**config.mk**
```make
export PLATFORM = sky130hd
export DESIGN_NAME = cycle_controller
export DESIGN_NICKNAME = d
export VERILOG_FILES = /design/src/rtl/ctrl_pkg.sv /design/src/rtl/alu_decoder.sv /design/src/rtl/cycle_controller.sv
export SDC_FILE = /design/constraint.sdc
export NUM_CORES = 1
export LEC_CHECK = 0
export ABC_AREA = 1
export BUFFER_PORTS_ARGS = -buffer_cell sky130_fd_sc_hd__buf_2
export CAP_MARGIN = 40
export CORE_UTILIZATION = 45
export CTS_CLUSTER_DIAMETER = 80
export DETAILED_ROUTE_END_ITERATION = 8
export PLACE_DENSITY_LB_ADDON = 0.15
export SLEW_MARGIN = 5
export SYNTH_ARGS = -nofsm -noshare
export SYNTH_HDL_FRONTEND = slang
export SYNTH_SLANG_ARGS = --single-unit
export TNS_END_PERCENT = 20
```
**constraint.sdc**
```tcl
create_clock -name clk -period 1.5 [get_ports clk]
set_input_delay 0.075 -clock clk [delete_from_list [all_inputs] [get_ports clk]]
set_output_delay 0.075 -clock clk [all_outputs]
set_load 0.005 [all_outputs]
```
**src/rtl/ctrl_pkg.sv**
```systemverilog
// Shared encodings for the multi-cycle sequencing controller:
// FSM states, instruction opcodes/functs and ALU operation codes.
package ctrl_pkg;

  typedef enum logic [2:0] {
    S_FETCH     = 3'd0,
    S_DECODE    = 3'd1,
    S_EXECUTE   = 3'd2,
    S_MEM       = 3'd3,
    S_WRITEBACK = 3'd4
  } state_t;

  localparam logic [4:0] OP_RTYPE = 5'd0;
  localparam logic [4:0] OP_LW    = 5'd1;
  localparam logic [4:0] OP_SW    = 5'd2;
  localparam logic [4:0] OP_BEQ   = 5'd3;
  localparam logic [4:0] OP_ADDI  = 5'd4;
  localparam logic [4:0] OP_J     = 5'd5;

  localparam logic [5:0] FN_ADD = 6'h20;
  localparam logic [5:0] FN_SUB = 6'h22;
  localparam logic [5:0] FN_AND = 6'h24;
  localparam logic [5:0] FN_OR  = 6'h25;
  localparam logic [5:0] FN_SLT = 6'h2A;

  localparam logic [3:0] ALU_AND = 4'b0000;
  localparam logic [3:0] ALU_OR  = 4'b0001;
  localparam logic [3:0] ALU_ADD = 4'b0010;
  localparam logic [3:0] ALU_SUB = 4'b0110;
  localparam logic [3:0] ALU_SLT = 4'b0111;

endpackage

```
**src/rtl/alu_decoder.sv**
```systemverilog
// R-type funct field to ALU operation; flags functs the datapath cannot execute.
module alu_decoder
  import ctrl_pkg::*;
(
  input  logic [5:0] funct,
  output logic [3:0] aluControl,
  output logic       functIllegal
);

  always_comb begin
    aluControl   = ALU_ADD;
    functIllegal = 1'b0;
    case (funct)
      FN_ADD:  aluControl = ALU_ADD;
      FN_SUB:  aluControl = ALU_SUB;
      FN_AND:  aluControl = ALU_AND;
      FN_OR:   aluControl = ALU_OR;
      FN_SLT:  aluControl = ALU_SLT;
      default: functIllegal = 1'b1;
    endcase
  end

endmodule

```
**src/rtl/cycle_controller.sv**
```systemverilog
// Multi-cycle instruction sequencer: IR latch, FSM, data-memory watchdog,
// retired-instruction counter and all datapath control decode.
//
// state      | meaning
// FETCH      | wait for instrValid, latch opcode/funct
// DECODE     | static selects valid; J and illegal retire here
// EXECUTE    | ALU cycle; BEQ resolves and retires here
// MEM        | data access held until memReady or watchdog expiry
// WRITEBACK  | register file write, instruction retires
module cycle_controller
  import ctrl_pkg::*;
#(
  parameter int n       = 32,
  parameter int TIMEOUT = 15,
  parameter int CNT_W   = 16
) (
  input  logic             clk,
  input  logic             reset,
  input  logic [n-1:0]     instruction,
  input  logic             instrValid,
  input  logic             memReady,
  input  logic             zero,
  output logic             regDst,
  output logic             aluSrc,
  output logic             memToReg,
  output logic             branch,
  output logic             jump,
  output logic             regWrite,
  output logic             memWrite,
  output logic             memRead,
  output logic             branchMuxSelect,
  output logic [3:0]       aluControl,
  output logic             pcEnable,
  output logic             illegal,
  output logic             busError,
  output logic [CNT_W-1:0] retired,
  output logic [2:0]       state
);

  localparam int              WD_W     = $clog2(TIMEOUT + 1);
  localparam logic [WD_W-1:0] WD_LIMIT = WD_W'(TIMEOUT);

  state_t          cur_state, nxt_state;
  logic [4:0]      ir_op;
  logic [5:0]      ir_funct;
  logic [WD_W-1:0] wd_cnt;
  logic [3:0]      funct_alu;
  logic            funct_illegal;
  logic            timeout_hit;
  logic            unused_instr_bits;

  assign unused_instr_bits = ^instruction[26:6];

  alu_decoder u_alu_decoder (
    .funct        (ir_funct),
    .aluControl   (funct_alu),
    .functIllegal (funct_illegal)
  );

  logic is_rtype, is_lw, is_sw, is_beq, is_addi, is_j, ir_illegal, wd_expired;
  assign is_rtype   = (ir_op == OP_RTYPE);
  assign is_lw      = (ir_op == OP_LW);
  assign is_sw      = (ir_op == OP_SW);
  assign is_beq     = (ir_op == OP_BEQ);
  assign is_addi    = (ir_op == OP_ADDI);
  assign is_j       = (ir_op == OP_J);
  assign ir_illegal = (ir_op > OP_J) || (is_rtype && funct_illegal);
  assign wd_expired = (wd_cnt == WD_LIMIT);
  assign state      = cur_state;

  always_comb begin
    nxt_state       = cur_state;
    regDst          = 1'b0;
    aluSrc          = 1'b0;
    memToReg        = 1'b0;
    branch          = 1'b0;
    jump            = 1'b0;
    aluControl      = 4'b0000;
    regWrite        = 1'b0;
    memWrite        = 1'b0;
    memRead         = 1'b0;
    branchMuxSelect = 1'b0;
    pcEnable        = 1'b0;
    illegal         = 1'b0;
    timeout_hit     = 1'b0;

    // IR is stale during FETCH, so the static selects are forced low there
    if (cur_state != S_FETCH) begin
      regDst     = is_rtype;
      aluSrc     = is_lw | is_sw | is_addi;
      memToReg   = is_lw;
      branch     = is_beq;
      jump       = is_j;
      aluControl = is_rtype ? funct_alu : (is_beq ? ALU_SUB : ALU_ADD);
    end

    case (cur_state)
      S_FETCH: begin
        if (instrValid) nxt_state = S_DECODE;
      end
      S_DECODE: begin
        if (ir_illegal || is_j) begin
          illegal   = ir_illegal;
          pcEnable  = 1'b1;
          nxt_state = S_FETCH;
        end else begin
          nxt_state = S_EXECUTE;
        end
      end
      S_EXECUTE: begin
        branchMuxSelect = is_beq & zero;
        if (is_beq) begin
          pcEnable  = 1'b1;
          nxt_state = S_FETCH;
        end else if (is_lw || is_sw) begin
          nxt_state = S_MEM;
        end else begin
          nxt_state = S_WRITEBACK;
        end
      end
      S_MEM: begin
        // strobes depend only on the watchdog count, never on memReady
        memRead  = is_lw & ~wd_expired;
        memWrite = is_sw & ~wd_expired;
        if (memReady || wd_expired) begin
          timeout_hit = wd_expired & ~memReady;
          if (is_sw) begin
            pcEnable  = 1'b1;
            nxt_state = S_FETCH;
          end else begin
            nxt_state = S_WRITEBACK;
          end
        end
      end
      S_WRITEBACK: begin
        regWrite  = 1'b1;
        pcEnable  = 1'b1;
        nxt_state = S_FETCH;
      end
      default: nxt_state = S_FETCH;
    endcase
  end

  always_ff @(posedge clk or negedge reset) begin
    if (!reset) begin
      cur_state <= S_FETCH;
      ir_op     <= '0;
      ir_funct  <= '0;
      wd_cnt    <= '0;
      retired   <= '0;
      busError  <= 1'b0;
    end else begin
      cur_state <= nxt_state;
      if (cur_state == S_FETCH && instrValid) begin
        ir_op    <= instruction[31:27];
        ir_funct <= instruction[5:0];
      end
      if (cur_state != S_MEM) wd_cnt <= '0;
      else if (!memReady && !wd_expired) wd_cnt <= wd_cnt + WD_W'(1);
      if (pcEnable) retired <= retired + CNT_W'(1);
      if (timeout_hit) busError <= 1'b1;
    end
  end

endmodule
```
Yosys cells after proc, flatten, opt, wreduce, memory -nomap -nowiden
Cells that the tools add are included.
{"block": "word_totals", "mem_bits_ro": 0, "ff_bits": 35, "ramBits": 0, "elab_cells": 82, "out_inout_bits": 35, "inputBits": 37, "memories": 0, "latchBits": 0}
{"block": "op_classes", "magnitude_cmp": 1, "mul": 0, "reduce_logical": 15, "n_bitwise": 8, "eq_ne": 18, "n_shift": 0, "n_addsub": 2, "n_mux": 32, "div_mod_pow": 0}
{"op": "6-bit == test, second input constant", "count": 5}
{"op": "3-bit case mux with 4 select lines", "count": 2}
{"op": "1-bit two-way mux", "count": 18}
{"op": "3-bit two-way mux", "count": 6}
{"op": "16-bit by 1-bit adder with 16-bit output, second input constant", "count": 1}
{"op": "4-bit two-way mux", "count": 4}
{"op": "5-bit by 2-bit == test with 1-bit output, second input constant", "count": 2}
{"op": "5-bit by 3-bit == test with 1-bit output, second input constant", "count": 2}
{"op": "3-bit by 2-bit == test with 1-bit output, second input constant", "count": 2}
{"op": "5-bit by 1-bit == test with 1-bit output, second input constant", "count": 1}
{"op": "5-bit by 3-bit > comparator with 1-bit output, second input constant", "count": 1}
{"op": "5-bit zero test", "count": 1}
{"op": "5-bit OR reduction", "count": 1}
{"op": "4-bit by 1-bit adder with 4-bit output, second input constant", "count": 1}
{"op": "1-bit AND", "count": 4}
{"op": "4-bit == test, second input constant", "count": 1}
{"op": "1-bit logical OR", "count": 4}
{"op": "2-bit != test, second input constant", "count": 2}
{"op": "1-bit case mux with 4 select lines", "count": 1}
{"op": "3-bit by 1-bit == test with 1-bit output, second input constant", "count": 1}
{"op": "3-bit == test, second input constant", "count": 1}
{"op": "1-bit logical AND", "count": 3}
{"op": "3-bit zero test", "count": 1}
{"op": "3-bit by 2-bit != test with 1-bit output, second input constant", "count": 1}
{"op": "7 further kinds", "count": 10}

Logic depth before layout (Yosys ltp)
Gate-level depths: netlist of the first run.
{"block": "depth", "depth_word": 8, "depth_mapped": 12, "mapped_depth_nobuf": 11}

By module
A second synthesis of the first run with hierarchy kept.
{"block": "unflattened", "hier_cells": 269, "area_unflattened_um2": 2172.1}
{"mod": "cycle_controller", "n_inst": 1, "cells_per_inst": 243, "seq_area_each_um2": 875.8, "area_per_inst_um2": 2052.0}
{"mod": "alu_decoder", "n_inst": 1, "cells_per_inst": 26, "seq_area_each_um2": 0.0, "area_per_inst_um2": 120.1}

Least setup slack after synthesis of the first run
OpenSTA, ideal clock, no wires.
{"block": "synth_timing", "path_kind": "reg2reg", "start": "register wd_cnt[0]", "end": "register retired[2]", "n_path_buf": 1, "setup_slack_ps": -129, "period_less_slack_ps": 1629, "setup_ps": 117, "t_arrival_ps": 1512, "path_stages_with_launch": 11, "cell_sequence": "dfrtp_1 ha_1 nand3_1 nand2_2 nand2_1 o21bai_2 a21oi_4 nand2_4 buf_12 nand2_2 nand2_1"}
{"block": "synth_between", "elab_chain_len": 4}
{"element": "from (decl)", "line_no": "cycle_controller.sv:46", "rtl": "logic [WD_W-1:0] wd_cnt;"}
{"element": "from (signal assigned)", "line_no": "cycle_controller.sv:159", "rtl": "else if (!memReady && !wd_expired) wd_cnt <= wd_cnt + WD_W'(1);"}
{"element": "4-bit == test", "line_no": "cycle_controller.sv:68", "rtl": "assign wd_expired = (wd_cnt == WD_LIMIT);"}
{"element": "1-bit logical OR", "line_no": "cycle_controller.sv:125", "rtl": "if (memReady || wd_expired) begin"}
{"element": "1-bit two-way mux", "line_no": "cycle_controller.sv:125"}
{"element": "1-bit case mux with 4 select lines", "line_no": "cycle_controller.sv:97", "rtl": "case (cur_state)"}
{"element": "net pcEnable", "line_no": "cycle_controller.sv:33", "rtl": "output logic pcEnable,"}
{"element": "to (signal assigned)", "line_no": "cycle_controller.sv:160", "rtl": "if (pcEnable) retired <= retired + CNT_W'(1);"}
{"element": "to (decl)", "line_no": "cycle_controller.sv:36", "rtl": "output logic [CNT_W-1:0] retired,"}
The timed path passes the listed nets, and every way through them passes these cells.
A chain may end at the register's enable or synchronous reset.

Worst setup path in the final report of the first run
{"block": "layout_timing", "start": "register ir_op[4]", "end": "output aluSrc"}
{"block": "layout_between", "elab_chain_len": 4, "elab_cells_between_ends": 6, "cone_classes": "eq/ne: 3; mux: 1; bitwise: 2"}
{"element": "from (decl)", "line_no": "cycle_controller.sv:44", "rtl": "logic [4:0] ir_op;"}
{"element": "from (signal assigned)", "line_no": "cycle_controller.sv:155", "rtl": "ir_op <= instruction[31:27];"}
{"element": "5-bit by 1-bit == test with 1-bit output / 5-bit by 2-bit == test with 1-bit output (equally long branches)", "line_no": "cycle_controller.sv:62, cycle_controller.sv:63"}
{"element": "1-bit bitwise OR", "line_no": "cycle_controller.sv:90", "rtl": "aluSrc = is_lw | is_sw | is_addi;"}
{"element": "1-bit bitwise OR *", "line_no": "cycle_controller.sv:90"}
{"element": "1-bit two-way mux *", "line_no": "cycle_controller.sv:88", "rtl": "if (cur_state != S_FETCH) begin"}
{"element": "to (decl)", "line_no": "cycle_controller.sv:24", "rtl": "output logic aluSrc,"}
Mark *: on every way between the ends. The rest lies on a longest branch, timed or not.

==> reports/results.ini, run 1 <==
[run_status]
status = complete, but fails checks
failed_checks = setup timing

[die]
die_w_um = 70.8
rows = 24
pin_count = 72
coreArea_mm2 = 0.00444
dieHeight_um = 70.8
dieArea_mm2 = 0.00501
initial_core_util = 0.479

[sta]
clock.fmax_ghz = 0.604
skew_ns = 0.0147
finalSetupViolCount = 27
slew_viol_final = 0
fin_crit_sh = 1.10
setup_slack_ns = -0.157
rsz0062_at_grt = true
final.min_clock_period_ns = 1.66
hold_violations = 0

[setup_path]
path_delay_family = simple AND/OR/NAND/NOR gates
critical_path.max_fanout = 3
slowest_stage = dfrtp_1
crit_top_cell = nand2_4
timing.critical_path.buf_inv = 3
reg2reg_depth = 9
critical_path_class = reg -> out
cp.arrival_ns = 1.58
critical_path_depth = 9
cp-start-kind = flop
cp.required_ns = 1.42
cpPeakStageDelay_ns = 0.41
endpoint_kind = output port
critical_path.cell_chain = nor2_4 > nand2_4 > nor2_2 > buf_4 > nand2_4 > nand2_4 > o21ai_2 > inv_1 > buf_2

[power_and_ir_drop]
power.density_mw_per_mm2 = 1610
p_leak_nw = 1.60
power_frac_comb = 0.542
p_seq_frac = 0.296
switching_share = 0.424
p_switching_mw = 2.02
internal_power_mw = 2.74
ir_worst_vdd_mv = 1.11
clkPwrFrac = 0.162

[worst_hold_path]
hold_depth = 2
hold_path_class = in -> reg

[global_route]
grt_use_total = 0.216
grt_max_degree = 20
grt_pass1_vias = 1970
grt_pass1_wl_mm = 8.67
antenna_found_initial = 0
overflow = 0

[route]
num_vias = 2057
initialDrtViolationCount = 72
drt-total-wl_mm = 5.20
first_pass_iters = 7
drt-wirelength-per-cell_um = 12.7
avgViaCountPerCell = 5.00
ant_nets = 0
drc_errors = 0

[logic_synthesis]
syn_nets = 303
ys_warn_count = 0
async_flop_share = 1.00
syn-instance-count = 264
ys_seq_elements = 35
avgSynthCellArea_um2 = 8.07
yosysUniqueCellTypes = 35
synthFlopType = dfrtp_1
syn-cell-area_mm2 = 0.00213
synth_edf_count = 0
yosysSeqAreaShare = 0.411

[clock_tree]
clockBufferDepth = 2
cts_max_level = 2
cts.clk_slew.worst_paths_ns = 0.07
cts_buffers = 5
root_buffer = clkbuf_8
cts.sinks = 35
clk_latency_ns = 0.29
tritoncts = built

[finish]
final_cells = 411
area_delta_synth_final_pct = 39.3
design_area_mm2 = 0.00297
nNetsFinal = 397
fin_util = 0.668
num-fill-cells = 397
insertedDiodeCount = 0
drive_gt1_frac = 0.443

[placed_design]
dpl_worst_slack_ns = -0.0367
dp.cells = 394
gp_congestion = 0.821
hpwl_mm = 3.74
postPlaceCellArea_mm2 = 0.00267
portBuffers = 49

[run]
drv_cap = 0

-- through the flow --
| step | hold WS [ns] | power (mW) | setup TNS [ns] |
|---|---|---|---|
| floorplan | -0.221 | 2.80 | -0.419 |
| global placement | 0.0375 | 3.52 | 0 |
| detailed placement | 0.0417 | 3.57 | -0.311 |
| CTS | 0.0113 | 4.56 | -2.40 |
| global route | 0.00481 | 5.09 | -5.18 |
| finish | 0.0129 | 4.76 | -2.55 |
-- power by group through the flow --
| stage | clock network, mW | logic, mW | registers, mW |
|---|---|---|---|
| detailed placement | 0 | 2.16 | 1.41 |
| finish | 0.773 | 2.58 | 1.41 |
| floorplan | 0 | 1.39 | 1.41 |
| CTS | 0.783 | 2.38 | 1.40 |
| global placement | 0 | 2.13 | 1.40 |
| global route | 0.829 | 2.82 | 1.44 |
-- timing repair --
| action | 4_1_cts | 5_1_grt |
|---|---|---|
| pin swaps | 6 | 6 |
| gates resized for setup | 15 | 21 |
| hold buffers | 1 | 0 |
| endpoints found under the hold margin | 16 | 0 |
| setup buffers | 5 | 4 |
| setup endpoints to repair | 25 | 36 |
-- per-layer routing --
layer  up-vias  part of all wire  GRT usage
met5         -                 0          0
met4         0             0.015     0.0711
met3         9             0.037     0.0456
met2        53              0.48      0.350
met1       950              0.47      0.290
li1       1045                 -          -
-- synth_stat cells (2+ instances only) --
cell | instances | area [um^2]
nand2_1 | 48 | 180
inv_1 | 27 | 101
nor2_1 | 21 | 78.8
xnor2_1 | 5 | 43.8
nand2_2 | 16 | 100
dfrtp_1 | 35 | 876
nand3_1 | 34 | 170
nand2_4 | 3 | 33.8
buf_4 | 3 | 22.5
nand4_1 | 6 | 37.5
inv_2 | 4 | 15.0
a21oi_1 | 10 | 50.1
xor2_1 | 9 | 78.8
mux2_2 | 4 | 45.0
nor3_1 | 8 | 40.0
o21ai_0 | 7 | 35.0
nor2_2 | 5 | 31.3
ha_1 | 2 | 25.0
-- cell families (layout without fill, tap and decap cells) --
group | after synthesis | in the layout | synth area share
simple gates | 147 | 147 | 0.347
fa+ha+maj | 2 | 2 | 0.0117
buf+inv | 37 | 132 | 0.0793
mux | 4 | 4 | 0.0212
xor+xnor | 14 | 14 | 0.0576
compound gates | 24 | 24 | 0.0699
flops | 35 | 35 | 0.411
other cells | 1 | 1 | 0.00176
-- final timing paths --
kind | startpoint | end | slack (ns)
max | ir_op[4]$_DFFE_PN0P_ | aluSrc | -0.16
min | instruction[31] | ir_op[4]$_DFFE_PN0P_ | 0.01
max reg2reg | ir_op[4]$_DFFE_PN0P_ | retired[0]$_DFFE_PN0P_ | -0.11
min reg2reg | busError$_DFFE_PN0P_ | busError$_DFFE_PN0P_ | 0.47
max in group asynchronous | reset | retired[0]$_DFFE_PN0P_ | 0.79
min in group asynchronous | reset | wd_cnt[0]$_DFFE_PN0P_ | 0.25
-- cell type report --
| type | count | area (um^2) | area share |
|---|---|---|---|
| clock buffers | 8 | 100 | 0.0337 |
| inverters | 32 | 121 | 0.0409 |
| multi-input cells | 192 | 1190 | 0.402 |
| flip-flops and latches | 35 | 878 | 0.296 |
| well taps | 52 | 65.1 | 0.0219 |
| repair buffers | 92 | 609 | 0.205 |
-- sequential cells by signal, summed over array words and instances, names as in the netlist --
| name | count |
|---|---|
| retired | 16 |
| wd_cnt | 4 |
| state | 3 |
| ir_op | 5 |
| busError | 1 |
| ir_funct | 6 |
-- cell usage in the layout (no fill, tap or decap), types with 3 or more instances in the layout --
| cell type | netlist | routed |
|---|---|---|
| a21oi_1 | 10 | 9 |
| buf_2 | 1 | 49 |
| buf_4 | 3 | 34 |
| buf_6 | 0 | 7 |
| clkbuf_8 | 0 | 7 |
| dfrtp_1 | 35 | 33 |
| inv_1 | 27 | 26 |
| inv_2 | 4 | 5 |
| mux2_2 | 4 | 4 |
| nand2_1 | 48 | 43 |
| nand2_2 | 16 | 17 |
| nand2_4 | 3 | 6 |
| nand3_1 | 34 | 31 |
| nand3_2 | 0 | 3 |
| nand4_1 | 6 | 6 |
| nor2_1 | 21 | 16 |
| nor2_2 | 5 | 9 |
| nor3_1 | 8 | 7 |
| o21ai_0 | 7 | 5 |
| xnor2_1 | 5 | 5 |
| xor2_1 | 9 | 9 |
(Power assumes the default switching activity.)
==> run 2, diff against run 1 <==
- TNS_END_PERCENT: 20 -> unset
==> reports/results.ini, run 2 (synthesized netlist as in run 1, its figures left out) <==
[run_status]
status = complete, but fails checks
failed_checks = DRC, setup timing

[setup_path]
slowest_stage = dfrtp_1
critical_path_class = reg -> out
path_delay_family = simple AND/OR/NAND/NOR gates
cp.required_ns = 1.42
startpoint = ir_op[4]$_DFFE_PN0P_
endpoint_kind = output port
critical_path.cell_chain = nor2_4 > nand2_4 > nor2_4 > nand2_2 > buf_4 > o22ai_1 > inv_1 > buf_2
cp-start-kind = flop
crit_top_cell = nor2_4
cpPeakStageDelay_ns = 0.41
critical_path.max_fanout = 3
cp.arrival_ns = 1.61
r2r_start = wd_cnt[0]$_DFFE_PN0P_
timing.critical_path.buf_inv = 3

[die]
rows = 24
dieArea_mm2 = 0.00501
dieHeight_um = 70.8
coreArea_mm2 = 0.00444
pin_count = 72
initial_core_util = 0.479
die_w_um = 70.8

[route]
drc_errors = 4
initialDrtViolationCount = 78
first_pass_iters = 6
ant_nets = 0
avgViaCountPerCell = 5.09
num_vias = 2162
drt-total-wl_mm = 5.73
drt-wirelength-per-cell_um = 13.5

[clock_tree]
clockBufferDepth = 2
cts.sinks = 35
tritoncts = built
cts_buffers = 5
cts.clk_slew.worst_paths_ns = 0.07
cts_max_level = 2
clk_latency_ns = 0.30
root_buffer = clkbuf_8

[run]
drv_cap = 0

[finish]
layout_commonest_cell = buf_2
num-fill-cells = 332
design_area_mm2 = 0.00321
reg_top3 = retired: 16 flops, ir_funct: 6 flops, ir_op: 5 flops
layout_common_cells = buf_2, nand2_1, buf_4
top_register = retired
nNetsFinal = 411
drive_gt1_frac = 0.507
area_delta_synth_final_pct = 50.6
insertedDiodeCount = 0
largest_reg_flops = 16

[placed_design]
gp_congestion = 0.846
postPlaceCellArea_mm2 = 0.00265
hpwl_mm = 3.55
portBuffers = 49
dpl_worst_slack_ns = -0.0177

[global_route]
antenna_found_initial = 0
grt_pass1_wl_mm = 9.06
grt_max_degree = 36
grt_use_total = 0.230
grt_pass1_vias = 1990
overflow = 0

[power_and_ir_drop]
p_seq_frac = 0.264
p_switching_mw = 2.29
power.density_mw_per_mm2 = 1670
switching_share = 0.428
p_total_mw = 5.34
clkPwrFrac = 0.163
p_leak_nw = 1.70
ir_worst_vdd_mv = 1.06
power_frac_comb = 0.573
internal_power_mw = 3.06

[sta]
clock.fmax_ghz = 0.595
slew_viol_final = 0
skew_ns = 0.00789
final.min_clock_period_ns = 1.68
setup_slack_ns = -0.180
whs_ns = 0.00580
finalSetupViolCount = 29
rsz0062_at_grt = true
hold_violations = 0
fin_crit_sh = 1.12

[worst_hold_path]
hold_path_class = in -> reg
hold_path_startpoint = instruction[31]

==> run 2: path summary, 6_finish.rpt <==
path	cells past startpoint	slack, ns	to
setup / recovery	8	-0.18	aluControl[2]
hold / removal	2	0.006	ir_op[4]$_DFFE_PN0P_
setup reg to reg	10	-0.12	retired[6]$_DFFE_PN0P_
hold reg to reg	1	0.47	busError$_DFFE_PN0P_
max in group asynchronous	3	1.05	retired[8]$_DFFE_PN0P_
min in group asynchronous	3	0.26	wd_cnt[2]$_DFFE_PN0P_
==> run 2: metrics by stage <==
stage,util,TNS [ns],instances
2_1_floorplan,-,-0.417,264
3_3_place_gp,0.596,0,391
3_5_place_dp,0.596,-0.0996,391
4_1_cts,0.677,-2.40,413
5_1_grt,0.722,-5.32,425
6_report,0.722,-2.72,425
==> run 2: layout make-up <==
| type | count | area (um^2) | share of cell area |
|---|---|---|---|
| Multi-Input combinational cell | 192 | 1280 | 0.400 |
| Sequential cell | 35 | 877 | 0.274 |
| Timing Repair Buffer | 106 | 742 | 0.231 |
| Inverter | 32 | 126 | 0.0394 |
| Clock buffer | 5 | 68.8 | 0.0215 |
| Tap cell | 52 | 65.1 | 0.0203 |
| Clock inverter | 3 | 43.8 | 0.0137 |
==> run 2: power by group through the flow <==
stage	Combinational (mW)	Sequential (mW)	Clock, mW
final	3.06	1.41	0.868
after global routing	3.28	1.45	0.932
after CTS	2.59	1.38	0.888
after detailed placement	2.15	1.39	0
after global placement	2.12	1.39	0
after floorplan	1.39	1.42	0
==> run 2: what timing repair did <==
action / 4_1_cts / 5_1_grt
endpoints found under the hold margin: 35 / 1
cloned: 1 / 0
setup endpoints to repair: 27 / 35
pin swaps: 20 / 13
hold buffers: 1 / 1
setup buffers: 12 / 11
resized for setup: 39 / 28
==> run 2: layer usage <==
metal,global-route usage,wire (um),vias up
li1,-,-,1071
met1,0.296,2570,1039
met2,0.386,2880,43
met3,0.0527,196,9
met4,0.0711,84,0
met5,0,0,-
==> run 2: worst register-to-register path: stages, from the launching register on <==
cell and delay [ns]:
dfrtp_1 0.40, ha_2 0.20, nand3_2 0.08, nand2_2 0.07, nand2_2 0.06, o21bai_2 0.09, a21oi_4 0.22, buf_6 0.16
buf_6 0.13, nand3_2 0.07, nand2_1 0.07
==> run 3, diff against run 2 <==
- CELL_PAD_IN_SITES_DETAIL_PLACEMENT: unset -> 1
- CELL_PAD_IN_SITES_GLOBAL_PLACEMENT: unset -> 2
- CORE_UTILIZATION: 45 -> 25
- PLACE_DENSITY_LB_ADDON: 0.15 -> 0.1
==> reports/results.ini, run 3 (synthesized netlist as in run 1, its figures left out) <==
[sta]
fin_crit_sh = 1.11
hold_violations = 0
tns_ns = -2.65
slew_viol_final = 0
skew_ns = 0.00535
finalSetupViolCount = 27
setup_slack_ns = -0.166
final.min_clock_period_ns = 1.67
rsz0062_at_grt = true
clock.fmax_ghz = 0.600

[setup_path]
timing.critical_path.buf_inv = 3
critical_path.max_fanout = 4
cp.required_ns = 1.42
crit_top_cell = nor2_4
cp.arrival_ns = 1.59
cpPeakStageDelay_ns = 0.41
critical_path.cell_chain = nor2_4 > nand2_4 > nor2_4 > nand2_2 > buf_6 > nor2_4 > o22ai_2 > inv_1 > buf_2
endpoint_kind = output port
slowest_stage = dfrtp_1
path_delay_family = simple AND/OR/NAND/NOR gates
cp-start-kind = flop
critical_path_class = reg -> out

[die]
initial_core_util = 0.259
dieArea_mm2 = 0.00889
dieHeight_um = 94.3
rows = 33
pin_count = 72
die_w_um = 94.3
coreArea_mm2 = 0.00822

[global_route]
grt_max_degree = 19
overflow = 0
grt_pass1_wl_mm = 10.9
grt_use_total = 0.157
grt_pass1_vias = 2300
antenna_found_initial = 0

[route]
num_vias = 2203
drt-wirelength-per-cell_um = 13.4
initialDrtViolationCount = 20
first_pass_iters = 4
drc_errors = 0
ant_nets = 0
drt-total-wl_mm = 6.56
avgViaCountPerCell = 4.50

[run]
drv_cap = 0

[power_and_ir_drop]
p_total_mw = 5.18
power_frac_comb = 0.585
switching_share = 0.427
power.density_mw_per_mm2 = 1580
p_leak_nw = 1.71
clkPwrFrac = 0.137
p_switching_mw = 2.21
internal_power_mw = 2.97
p_seq_frac = 0.278
ir_worst_vdd_mv = 0.577

[finish]
top_register = retired
insertedDiodeCount = 0
layout_commonest_cell = buf_4
area_delta_synth_final_pct = 53.8
nNetsFinal = 424
num-fill-cells = 1043
layout_common_cells = buf_4, buf_2, nand2_1
design_area_mm2 = 0.00328
fin_util = 0.399
reg_top3 = retired: 16 flops, ir_funct: 6 flops, ir_op: 5 flops
drive_gt1_frac = 0.496
largest_reg_flops = 16

[placed_design]
hpwl_mm = 4.90
gp_congestion = 0.778
dpl_worst_slack_ns = -0.0806
postPlaceCellArea_mm2 = 0.00286
portBuffers = 49

[clock_tree]
root_buffer = clkbuf_8
clockBufferDepth = 2
clk_latency_ns = 0.28
cts.clk_slew.worst_paths_ns = 0.08
cts_max_level = 2
cts.sinks = 35
cts_buffers = 5
tritoncts = built

[worst_hold_path]
hold_path_class = in -> reg

[run_status]
status = complete, but fails checks
failed_checks = setup timing

## run 3: per-stage QoR
stage	hold WS (ns)	cells
final	0.0179	490
after CTS	0.00614	485
after floorplan	-0.221	264
after detailed placement	0.0457	464
after global routing	0.00938	490
after global placement	0.0531	464
## run 3: power groups by stage
stage / combinational, mW / clock [mW] / sequential, mW
final: 3.03 / 0.708 / 1.44
after global routing: 3.34 / 0.784 / 1.48
after CTS: 2.83 / 0.758 / 1.41
after detailed placement: 2.39 / 0 / 1.43
after global placement: 2.36 / 0 / 1.42
after floorplan: 1.39 / 0 / 1.42
## run 3: worst paths after layout
path | slack (ns) | start | cells after the start | to
worst max-delay path | -0.17 | ir_op[4]$_DFFE_PN0P_ | 9 | aluControl[2]
max in group asynchronous | 0.76 | reset | 3 | state[1]$_DFFE_PN0P_
worst max register to register | -0.13 | ir_op[4]$_DFFE_PN0P_ | 12 | retired[1]$_DFFE_PN0P_
min in group asynchronous | 0.27 | reset | 2 | ir_op[1]$_DFFE_PN0P_
worst min register to register | 0.48 | busError$_DFFE_PN0P_ | 1 | busError$_DFFE_PN0P_
worst min-delay path | 0.02 | instruction[31] | 2 | ir_op[4]$_DFFE_PN0P_
## run 3: worst reg2reg max path, stage by stage (launching register included)
cell,delay [ns]
dfrtp_1,0.41
nor2_4,0.17
nand2_4,0.10
nor2_4,0.10
nand2_2,0.07
clkinv_2,0.06
nand2_4,0.06
nand3_4,0.08
nand2_4,0.07
nand2_8,0.07
buf_4,0.22
nand2_1,0.08
nand2_1,0.06
## run 3: timing repair
| action | 4_1_cts | 5_1_grt |
|---|---|---|
| pin swaps | 6 | 5 |
| endpoints found under the setup margin | 30 | 42 |
| hold buffers | 1 | 0 |
| setup buffers | 13 | 5 |
| gates resized for setup | 25 | 24 |
| endpoints found under the hold margin | 17 | 0 |
## run 3: metal layers
| layer | share of wire | GRT usage | vias to the layer above |
|---|---|---|---|
| met1 | 0.46 | 0.201 | 1071 |
| met2 | 0.50 | 0.269 | 33 |
| met4 | 0.0081 | 0.0397 | 0 |
| met5 | 0 | 0 | - |
| met3 | 0.030 | 0.0291 | 4 |
| li1 | - | - | 1095 |
## run 3: layout make-up
type,instances,area [um^2],share of cell area
clock inverters,1,5.00,0.00153
inverters,32,121,0.0371
repair buffers,119,837,0.256
multi-input cells,192,1220,0.372
flip-flops and latches,35,878,0.268
clock buffers,6,82.6,0.0252
well taps,105,131,0.0401
